**config.mk**
```make
export PLATFORM = sky130hd
export DESIGN_NAME = div_ctrl_flat
export DESIGN_NICKNAME = d
export VERILOG_FILES = /design/src/rtl/div_ctrl_pkg.sv /design/src/rtl/div_ctrl_if.sv /design/src/rtl/div_busy_cnt.sv /design/src/rtl/div_ctrl.sv /design/src/flat_wrapper.sv
export SDC_FILE = /design/constraint.sdc
export NUM_CORES = 1
export LEC_CHECK = 0
export ABC_AREA = 1
export BUFFER_PORTS_ARGS = -buffer_cell sky130_fd_sc_hd__buf_2
export CORE_MARGIN = 1.5
export CORE_UTILIZATION = 51
export CTS_BUF_LIST = sky130_fd_sc_hd__clkbuf_8
export CTS_CLUSTER_SIZE = 14
export DETAILED_ROUTE_END_ITERATION = 7
export PLACE_DENSITY = 0.95
export SLEW_MARGIN = 20
export SYNTH_ARGS = -nofsm -noshare
export SYNTH_HDL_FRONTEND = slang
export SYNTH_SLANG_ARGS = --single-unit
```
**constraint.sdc**
```tcl
create_clock -name clk -period 8.6 [get_ports clk]
set_clock_uncertainty 0.1 [all_clocks]
set_input_delay 1.72 -clock clk [delete_from_list [all_inputs] [get_ports clk]]
set_output_delay 1.72 -clock clk [all_outputs]
set_load 0.01 [all_outputs]
```
**src/rtl/div_ctrl_pkg.sv**
```systemverilog
// div_ctrl_pkg: shared types and constants for the divider sequencer.
package div_ctrl_pkg;

    // Operand width of the shared divider (fixed at 32).
    localparam int DATA_W_DEF = 32;

    // Busy-cycle counter width; 7 bits cover the ~67-iteration worst case.
    localparam int CNT_W_DEF = 7;

    // Quotient reported for a zero divisor when the divider is bypassed.
    localparam logic [31:0] DIV0_QUO = 32'hFFFF_FFFF;

    // Sequencer states.
    typedef enum logic [1:0] {
        IDLE = 2'd0,
        BUSY = 2'd1,
        DONE = 2'd2
    } div_state_e;

endpackage : div_ctrl_pkg

```
**src/rtl/div_ctrl_if.sv**
```systemverilog
// div_ctrl_if: operand/result handshake between the sequencer (master)
// and the shared iterative divider (slave).
interface div_ctrl_if
    import div_ctrl_pkg::*;
#(
    parameter int DATA_W = DATA_W_DEF
);
    logic                dv_rst;        // divider sync reset / abort
    logic [DATA_W-1:0]   dv_a;          // latched dividend
    logic [DATA_W-1:0]   dv_b;          // latched divisor
    logic                dv_sign;       // latched signedness
    logic                dv_opn_valid;  // single-cycle launch pulse
    logic                dv_res_valid;  // divider has a result
    logic                dv_res_ready;  // sequencer takes the result
    logic [2*DATA_W-1:0] dv_result;     // {remainder, quotient}

    modport master (
        output dv_rst, dv_a, dv_b, dv_sign, dv_opn_valid, dv_res_ready,
        input  dv_res_valid, dv_result
    );

    modport slave (
        input  dv_rst, dv_a, dv_b, dv_sign, dv_opn_valid, dv_res_ready,
        output dv_res_valid, dv_result
    );

endinterface : div_ctrl_if

```
**src/rtl/div_busy_cnt.sv**
```systemverilog
// div_busy_cnt: saturating up-counter measuring how long the divider is busy.
// Clear has priority over enable; the count sticks at all-ones.
module div_busy_cnt #(
    parameter int CNT_W = 7
) (
    input  logic             clk,
    input  logic             rst,
    input  logic             clr,
    input  logic             en,
    output logic [CNT_W-1:0] cnt
);

    // Count busy cycles, saturating so a slow divider never wraps to a small value.
    always_ff @(posedge clk or posedge rst) begin
        // NOTE: sequential state uses non-blocking assignments so every register
        // samples pre-edge values regardless of block evaluation order.
        if (rst) begin
            cnt <= '0;
        end else if (clr) begin
            cnt <= '0;
        end else if (en && (cnt != {CNT_W{1'b1}})) begin
            cnt <= cnt + CNT_W'(1);
        end
    end

endmodule : div_busy_cnt

```
**src/rtl/div_ctrl.sv**
```systemverilog
// div_ctrl: EX-stage sequencer for the shared iterative divider.
// Launches the divider once per DIV/DIVU, stalls EX while it runs, holds
// {HI,LO} until EX advances, and aborts the divider on an exception flush.
// Optional build macro: DIV_ZERO_BYPASS_EN -- a zero divisor completes
// locally (LO = all-ones, HI = dividend) without launching the divider.
module div_ctrl
    import div_ctrl_pkg::*;
#(
    parameter int DATA_W = DATA_W_DEF,
    parameter int CNT_W  = CNT_W_DEF
) (
    input  logic              clk,
    input  logic              rst,
    input  logic              div_req,
    input  logic              div_sign,
    input  logic [DATA_W-1:0] div_a,
    input  logic [DATA_W-1:0] div_b,
    input  logic              flush,
    input  logic              ex_stall_in,
    output logic              div_stall,
    output logic              res_valid_o,
    output logic [DATA_W-1:0] hi_o,
    output logic [DATA_W-1:0] lo_o,
    output logic [CNT_W-1:0]  last_cycles,
    div_ctrl_if.master        dv_if
);

    div_state_e        state_q;
    div_state_e        state_d;

    logic              launch;     // IDLE -> BUSY this cycle
    logic              capture;    // BUSY -> DONE with a divider result
    logic              bypass;     // IDLE -> DONE without the divider
    logic              div0_skip;  // zero divisor resolved locally
    logic              cnt_en;

    logic [DATA_W-1:0] dv_a_q;
    logic [DATA_W-1:0] dv_b_q;
    logic              dv_sign_q;
    logic              opn_valid_q;
    logic [DATA_W-1:0] hi_q;
    logic [DATA_W-1:0] lo_q;
    logic [CNT_W-1:0]  last_q;
    logic [CNT_W-1:0]  busy_cnt;

`ifdef DIV_ZERO_BYPASS_EN
    assign div0_skip = (div_b == '0);
`else
    assign div0_skip = 1'b0;
`endif

    // State register; reset returns to IDLE from anywhere, including mid-division.
    always_ff @(posedge clk or posedge rst) begin
        if (rst) begin
            state_q <= IDLE;
        end else begin
            state_q <= state_d;
        end
    end

    // Next-state logic and single-cycle launch/capture/bypass strobes.
    always_comb begin
        // NOTE: every combinational output gets a default first so no path
        // through the case statement can infer a latch.
        state_d = state_q;
        launch  = 1'b0;
        capture = 1'b0;
        bypass  = 1'b0;
        unique case (state_q)
            IDLE: begin
                if (div_req && !flush) begin
                    if (div0_skip) begin
                        bypass  = 1'b1;
                        state_d = DONE;
                    end else begin
                        launch  = 1'b1;
                        state_d = BUSY;
                    end
                end
            end
            BUSY: begin
                // A flush wins over a coincident result: the result is dropped.
                if (flush) begin
                    state_d = IDLE;
                end else if (dv_if.dv_res_valid) begin
                    capture = 1'b1;
                    state_d = DONE;
                end
            end
            DONE: begin
                // Holding in DONE while EX is stalled never relaunches, even
                // though div_req is still asserted by the same instruction.
                if (flush || !ex_stall_in) begin
                    state_d = IDLE;
                end
            end
            default: begin
                state_d = IDLE;
            end
        endcase
    end

    // Operand latch, launch pulse, and result/statistics capture.
    always_ff @(posedge clk or posedge rst) begin
        if (rst) begin
            dv_a_q      <= '0;
            dv_b_q      <= '0;
            dv_sign_q   <= 1'b0;
            opn_valid_q <= 1'b0;
            hi_q        <= '0;
            lo_q        <= '0;
            last_q      <= '0;
        end else begin
            opn_valid_q <= launch;
            // Operands are sampled only at launch; later forwarding changes
            // while EX is stalled must not reach the divider.
            if (launch) begin
                dv_a_q    <= div_a;
                dv_b_q    <= div_b;
                dv_sign_q <= div_sign;
            end
            if (capture) begin
                hi_q   <= dv_if.dv_result[2*DATA_W-1:DATA_W];
                lo_q   <= dv_if.dv_result[DATA_W-1:0];
                last_q <= busy_cnt;
            end else if (bypass) begin
                hi_q   <= div_a;
                lo_q   <= DATA_W'(DIV0_QUO);
                last_q <= '0;
            end
        end
    end

    assign cnt_en = (state_q == BUSY);

    div_busy_cnt #(
        .CNT_W (CNT_W)
    ) u_busy_cnt (
        .clk (clk),
        .rst (rst),
        .clr (launch),
        .en  (cnt_en),
        .cnt (busy_cnt)
    );

    // Pipeline-facing outputs.
    assign div_stall   = div_req && !flush && ((state_q == IDLE) || (state_q == BUSY));
    assign res_valid_o = (state_q == DONE);
    assign hi_o        = hi_q;
    assign lo_o        = lo_q;
    assign last_cycles = last_q;

    // Divider-facing outputs. The abort is combinational so the divider's
    // synchronous reset sees it on the same edge the controller leaves BUSY.
    assign dv_if.dv_rst       = rst || (flush && (state_q == BUSY));
    assign dv_if.dv_a         = dv_a_q;
    assign dv_if.dv_b         = dv_b_q;
    assign dv_if.dv_sign      = dv_sign_q;
    assign dv_if.dv_opn_valid = opn_valid_q;
    assign dv_if.dv_res_ready = (state_q == BUSY) && dv_if.dv_res_valid && !flush;

    // The instruction owning the divider must stay in EX until it completes or is flushed.
    a_req_held_in_busy: assert property (
        @(posedge clk) disable iff (rst)
        ((state_q == BUSY) && !flush) |-> div_req
    );

endmodule : div_ctrl
```
**src/flat_wrapper.sv**
```systemverilog
// flat-port wrapper written by rule: the top's interface ports become plain ports
module div_ctrl_flat import div_ctrl_pkg::*;
#(
    parameter int DATA_W = DATA_W_DEF,
    parameter int CNT_W  = CNT_W_DEF
)
  (clk, rst, div_req, div_sign, div_a, div_b, flush, ex_stall_in, div_stall, res_valid_o, hi_o, lo_o, last_cycles, dv_if_dv_rst, dv_if_dv_a, dv_if_dv_b, dv_if_dv_sign, dv_if_dv_opn_valid, dv_if_dv_res_ready, dv_if_dv_res_valid, dv_if_dv_result);
  div_ctrl_if #(.DATA_W(DATA_W)) dv_if_i ();
  input  logic clk;
  input  logic rst;
  input  logic div_req;
  input  logic div_sign;
  input  logic [DATA_W-1:0] div_a;
  input  logic [DATA_W-1:0] div_b;
  input  logic flush;
  input  logic ex_stall_in;
  output logic div_stall;
  output logic res_valid_o;
  output logic [DATA_W-1:0] hi_o;
  output logic [DATA_W-1:0] lo_o;
  output logic [CNT_W-1:0] last_cycles;
  output wire logic [$bits(dv_if_i.dv_rst)-1:0] dv_if_dv_rst;
  output wire logic [$bits(dv_if_i.dv_a)-1:0] dv_if_dv_a;
  output wire logic [$bits(dv_if_i.dv_b)-1:0] dv_if_dv_b;
  output wire logic [$bits(dv_if_i.dv_sign)-1:0] dv_if_dv_sign;
  output wire logic [$bits(dv_if_i.dv_opn_valid)-1:0] dv_if_dv_opn_valid;
  output wire logic [$bits(dv_if_i.dv_res_ready)-1:0] dv_if_dv_res_ready;
  input wire logic [$bits(dv_if_i.dv_res_valid)-1:0] dv_if_dv_res_valid;
  input wire logic [$bits(dv_if_i.dv_result)-1:0] dv_if_dv_result;
  assign dv_if_dv_rst = dv_if_i.dv_rst;
  assign dv_if_dv_a = dv_if_i.dv_a;
  assign dv_if_dv_b = dv_if_i.dv_b;
  assign dv_if_dv_sign = dv_if_i.dv_sign;
  assign dv_if_dv_opn_valid = dv_if_i.dv_opn_valid;
  assign dv_if_dv_res_ready = dv_if_i.dv_res_ready;
  assign dv_if_i.dv_res_valid = dv_if_dv_res_valid;
  assign dv_if_i.dv_result = dv_if_dv_result;
  div_ctrl #(.DATA_W(DATA_W), .CNT_W(CNT_W)) u_core (.clk(clk), .rst(rst), .div_req(div_req), .div_sign(div_sign), .div_a(div_a), .div_b(div_b), .flush(flush), .ex_stall_in(ex_stall_in), .div_stall(div_stall), .res_valid_o(res_valid_o), .hi_o(hi_o), .lo_o(lo_o), .last_cycles(last_cycles), .dv_if(dv_if_i));
endmodule
```
==> results of run 1 <==
## layer usage
| metal | up-vias | track usage [%] | part of all wire [%] |
|---|---|---|---|
| met5 | - | 0 | 0 |
| met4 | 0 | 9.21 | 1.6 |
| met3 | 21 | 7.11 | 8.8 |
| met2 | 234 | 41.7 | 51 |
| met1 | 2326 | 29.6 | 39 |
| li1 | 2469 | - | - |
## where the power goes
group          internal, mW  total, mW  switching (mW)
clock network         0.264      0.518           0.255
registers             0.847      0.938          0.0907
logic                 0.201      0.485           0.283
total                  1.31       1.94           0.628
## flip-flops by register name, indices dropped and copies added, names as in the netlist
| name | count |
|---|---|
| u_core.hi_o | 32 |
| u_core.lo_o | 32 |
| u_core.dv_if.dv_b | 32 |
| u_core.u_busy_cnt.cnt | 7 |
| u_core.dv_if.dv_opn_valid | 1 |
| u_core.last_cycles | 7 |
| u_core.state_q | 2 |
| u_core.dv_if.dv_sign | 1 |
| u_core.dv_if.dv_a | 32 |
## logic make-up (layout without fill, tap and decap cells)
group           after synthesis  after routing  share of synthesized area (%)
buf+inv                      43            323                           4.17
flops                       146            146                           64.5
simple gates                444            444                           30.1
compound gates                9              9                          0.883
xor+xnor                      1              1                          0.155
fa+ha+maj                     1              1                          0.221
## layout make-up
cell class,instances,area [um2]
clock buffer,18,248
clock inverter,14,141
fill,809,3400
inverter,14,58.8
multi-input combinational,455,1780
sequential,146,3650
tap,140,175
timing repair buffer,277,1390
## final timing paths
kind / to / depth (start not counted) / slack (ns) / start
setup reg to reg: u_core.dv_if.dv_a[7] / 5 / 6.03 / u_core.state_q[1]
setup / recovery: dv_if_dv_res_ready / 6 / 3.23 / flush
max in group asynchronous: u_core.dv_if.dv_b[6] / 3 / 5.75 / rst
hold reg to reg: u_core.dv_if.dv_b[30] / 2 / 0.37 / u_core.dv_if.dv_b[30]
min in group asynchronous: u_core.lo_o[3] / 2 / 1.29 / rst
hold / removal: u_core.dv_if.dv_b[30] / 2 / 0.37 / u_core.dv_if.dv_b[30]
## critical path, cell delays in order
cell and delay (ns):
buf_2 0.12, nor2_2 0.12, nand2_2 0.05, buf_4 0.32, inv_2 0.86, buf_2 0.28
## layout by cell type (no fill, tap or decap)
cell	Yosys	final
clkinv_4	0	2
inv_6	0	2
clkinvlp_4	0	5
nand3_1	10	10
o31ai_1	1	1
nor2_1	6	6
nor2_2	1	1
ha_1	1	1
buf_2	15	275
nand2_1	422	422
xor2_1	1	1
bufinv_16	0	2
nand2_2	3	3
o21ai_0	6	6
inv_2	4	3
nor2_4	1	1
o21bai_1	1	1
nand2_4	1	1
a21oi_1	1	1
buf_4	5	2
dfrtp_1	146	146
clkinv_2	0	3
clkbuf_8	0	18
inv_1	10	11
==> results.md, run 1 <==
* Synth unique cells at 20
* Post-route cell area at 7440 um2
* Inst Count DP at around 1000
* Final setup fails at 0
* N_diodes at 0
* Synthesized Nets at between 700 and 800
* Layout Cells excl Fill at 1064
* DR iter-0 viols at 266
* Initial antenna violation count at 0
* Post-CTS sizing at 0
* Dpl cell area at 7050 um2
* 1st-pass router iterations at 5
* GRT Total Usage at ~25%
* Final Util at around two thirds
* Die area at 11700 um2
* Vias per cell at between 4 and 5
* Place WS at 3.23 ns
* Unrepaired setup endpoints after global routing: no
* Headroom to the max-slew limit at 29.7%
* Final setup margin at around 3.2 ns
* HP Class: reg2reg
* GP Congestion at between 0.8 and 0.9
* Peak Freq at between 150 and 200 MHz
* Top post-synthesis cells by area: dfrtp_1, nand2_1, buf_2
* CTS tree: built
* Part of the Yosys area used for sequential elements at approximately 64%
* DRT antenna net count at 0
* GRT overflow at 0
* WP data required at between 6 and 7 ns
* Share of layout cells above drive strength 1 at approximately a third
* Mapped cell area at about 5700 um2
* # IOs at 276
* Post-synth ARST share at between 90% and 100%
* First-pass GRT wire length at ~22 mm
* Die Wd at about 110 um
* Crit Path Max Fanout at 77
* Vias in the first global route at 4811
* Initial Util at a little over half
* Core area at ~11000 um2
* Synth cell count leaders: nand2_1, dfrtp_1, buf_2
* Root buffer cell: clkbuf_8
* Max clock buf depth at 2
* Hold Vio Cnt, Final at 0
* # Post-CTS Setup Buffers at 0
* Total CTS buffers at 17
* Hold-fix buffers at CTS at 0
* DR vias at 5050
* Crit end category: output port
* Status: complete, no violations
* Synth Instances at between 600 and 700
* Die H at 108 um
* Crit share post-route at a little over three fifths
* DRC viols at 0
* Leakage at about 4.5 nW
* Slew Limit Fails at 0
* Top_reg_cell synth: dfrtp_1
* Max-cap viol count at 0
* Rows at 38
* Top cell type's share of synthesized area at between 60 and 70%
* Worst Tran Pin Value at between 1 and 1.5 ns
* Routed WL at 14.1 mm
* Synth Register Bits at 146
* DP Wirelength at slightly below 10 mm
* Yosys top cell by area: dfrtp_1
* Final #Nets at between 1000 and 1500
* Min Tclk post-route at about 5.4 ns
* CP startpoint kind: input port
* Largest net degree at the start of global routing at 78
* Routed len/inst at 13.3 um
* WHS at approximately 0.37 ns
* Tot Pwr at approximately 1.9 mW
* Most common cell in the netlist: nand2_1
* Avg Synthesized Cell Area at 8.80 um2
* Clock tree sinks at around 150
* PD cells at roughly 260 nW/um2
* Clk slew on worst S/H paths at about 0.07 ns
* PortBufs at approximately 280
* WP data arrival at 3.55 ns
* YS warnings at 0
* Post-synth EDFFs at 0
* CP Class: in2out
* Worst-Skew Late Latency at about 0.42 ns
* Total negative slack at 0 ns
* Area grow syn2layout at 31.4%
* Number of H-tree levels at 4
* Worst IR Drop VDD at between 0.0001 and 0.00015 V
Note: power is estimated with default switching activity, not from simulation.
==> run 2, diff against run 1 <==
- ABC_AREA: 1 -> 0
- CORE_UTILIZATION: 51 -> 47
- PLACE_DENSITY: 0.95 -> 0.91
- clock period: 8.6 -> 5 ns (I/O delays scaled with it)
==> results.md, run 2 <==
* Initial antenna violation count at 0 (unchanged)
* WP data required at 3.90 ns (-2.88 ns)
* Synth Register Bits at 146 (unchanged)
* Final Util at 64.8% (-3.8 points)
* YS warnings at 0 (unchanged)
* CP startpoint kind: input port
* Top cell type's share of synthesized area at 65.2% (+0.75 points)
* Synthesized Nets at 612 (-22%)
* Avg Synthesized Cell Area at 11.8 um2 (+34%)
* Hold-fix buffers at CTS at 0 (unchanged)
* Place WS at 1.90 ns (-1.33 ns)
* # Post-CTS Setup Buffers at 0 (unchanged)
* Peak Freq at ~350 MHz
* Worst IR Drop VDD at 0.000236 V (+91%)
* CTS tree: built
* Largest net degree at the start of global routing at 74 (-5.1%)
* HP Class: reg2reg
* Synth unique cells at 31 (+55%)
* Worst Tran Pin Value at 0.911 ns (-0.144 ns)
* Yosys top cell by area: dfrtp_1
* Routed len/inst at 14.8 um (+12%)
* Mapped cell area at 5600 um2 (-1.1%)
* Synth Instances at 476 (-26%)
* Die H at 112 um (+3.5%)
* Commonest non-fill, non-tap cell in the layout: buf_2
* First-pass GRT wire length at 21.7 mm (-2.5%)
* Vias in the first global route at 4527 (-5.9%)
* Vias per cell at 4.82 (+1.6%)
* Initial Util at 48.6% (-3.6 points)
* # IOs at 276 (unchanged)
* CP Class: in2out
* Worst-Skew Late Latency at 0.43 ns (about the same)
* Top_reg_cell synth: dfrtp_1
* Final setup fails at 0 (unchanged)
* Total negative slack at 0 ns (unchanged)
* Die Wd at 112 um (+3.5%)
* Status: finished with violations
* Total CTS buffers at 17 (unchanged)
* DRT antenna net count at 0 (unchanged)
* Crit end category: output port
* Most frequent cells in the layout: buf_2, nand2_1, dfrtp_1
* PD cells at 452 nW/um2 (+74%)
* Max-cap viol count at 0 (unchanged)
* Rows at 39 (+2.6%)
* Clock tree sinks at 146 (unchanged)
* Max clock buf depth at 2 (unchanged)
* Die area at 12600 um2 (+7.1%)
* Fillers at 901 (+11%)
* Top post-synthesis cells by area: dfrtp_1, nand2_1, mux2_2
* Number of H-tree levels at 4 (unchanged)
* Unrepaired setup endpoints after global routing: no
* Post-synth ARST share at 100% (unchanged)
* N_diodes at 0 (unchanged)
* Most common cell in the netlist: nand2_1
* DP Wirelength at 9.91 mm (+0.69%)
* PortBufs at 275 (unchanged)
* GP Congestion at 0.792 (-3.2%)
* GRT Total Usage at 22.2% (-2.4 points)
* DR vias at 4379 (-13%)
* Share of layout cells above drive strength 1 at 47.7% (+13 points)
* Headroom to the max-slew limit at 39.3% (+9.6 points)
* Synth cell count leaders: nand2_1, dfrtp_1, mux2_2
* GRT overflow at 0 (unchanged)
* Post-CTS sizing at 0 (unchanged)
* Part of the Yosys area used for sequential elements at 65.2% (+0.75 points)
* Root buffer cell: clkbuf_8
* DR iter-0 viols at 319 (+20%)
* WP data arrival at 1.74 ns (-1.81 ns)
* Leakage at 4.18 nW (-7.6%)
* Min Tclk post-route at 2.84 ns
* Slew Limit Fails at 0 (unchanged)
* Crit share post-route at about 57%
* Hold Vio Cnt, Final at 0 (unchanged)
* Routed WL at 13.4 mm (-4.8%)
* Area grow syn2layout at 33.3%
* Crit Path Max Fanout at 6 (-92%)
* Final #Nets at 888 (-15%)
* DRC viols at 20 (+20)
* Clk slew on worst S/H paths at 0.07 ns (about the same)
* Failing checks: design-rule violations
* 1st-pass router iterations at 8 (+3)
* Final setup margin at 2.16 ns (-1.07 ns)
* Core area at 11500 um2 (+6.2%)
* Post-synth EDFFs at 0 (unchanged)
run 2: changes by cell type in the layout (fill, tap and decap cells not counted), moves of 8 or more:
| cell | delta |
|---|---|
| mux2_1 | +20 |
| nand3_1 | -8 |
| nand2_1 | -220 |
| mux2_2 | +51 |
run 2: final cells by class:
class | instances | area, um2 | share of cell area, %
tap | 143 | 179 | 2.40
timing repair buffer | 280 | 1410 | 18.9
inverter | 5 | 22.5 | 0.302
multi-input combinational | 302 | 1780 | 23.9
clock inverter | 12 | 140 | 1.88
sequential | 146 | 3650 | 48.9
clock buffer | 20 | 275 | 3.69
run 2: cell families (layout without fill, tap and decap cells):
logic type / after synthesis / in the layout / synth area share, %
buf+inv: 28 / 317 / 2.99
flops: 146 / 146 / 65.2
simple gates: 216 / 216 / 15.3
mux: 75 / 75 / 15.0
compound gates: 10 / 10 / 1.30
fa+ha+maj: 1 / 1 / 0.223
run 2: per-layer routing:
| metal | up-vias | part of all wire (%) | track usage (%) | wire length, um |
|---|---|---|---|---|
| li1 | 2090 | - | - | - |
| met1 | 2078 | 38 | 24.5 | 5160 |
| met2 | 190 | 52 | 40.0 | 6980 |
| met3 | 21 | 7.4 | 6.37 | 992 |
| met4 | 0 | 2.3 | 9.37 | 306 |
| met5 | - | 0 | 0 | 0 |
run 2: report_power, final:
group	internal, mW	switching (mW)	leakage (nW)
clock	0.526	0.413	0.218
sequential	1.46	0.149	1.81
combinational	0.389	0.439	2.16
total	2.38	1.00	4.18
run 2: critical path, stage by stage:
cell and delay [ns]:
buf_2 0.13, nor3b_1 0.38, buf_2 0.22
run 2: path summary, 6_finish.rpt:
check | depth (start not counted) | slack [ns] | startpoint | to
worst min-delay path | 2 | 0.37 | u_core.dv_if.dv_b[2] | u_core.dv_if.dv_b[2]
worst max register to register | 5 | 2.53 | u_core.state_q[0] | u_core.dv_if.dv_a[10]
min in group asynchronous | 3 | 0.78 | rst | u_core.u_busy_cnt.cnt[4]
max in group asynchronous | 3 | 3.42 | rst | u_core.dv_if.dv_a[11]
worst min register to register | 2 | 0.37 | u_core.dv_if.dv_b[2] | u_core.dv_if.dv_b[2]
worst max-delay path | 3 | 2.16 | flush | div_stall
run 2: metrics by stage:
stage | hold WS (ns) | std cells | total power, mW | instance area [um2]
global route | 0.395 | 908 | 3.56 | 7460
floorplan | 0.382 | 476 | 2.04 | 5600
finish | 0.370 | 908 | 3.38 | 7460
detailed placement | 0.357 | 876 | 2.47 | 7050
CTS | 0.376 | 908 | 3.42 | 7460
global placement | 0.353 | 876 | 2.42 | 7050
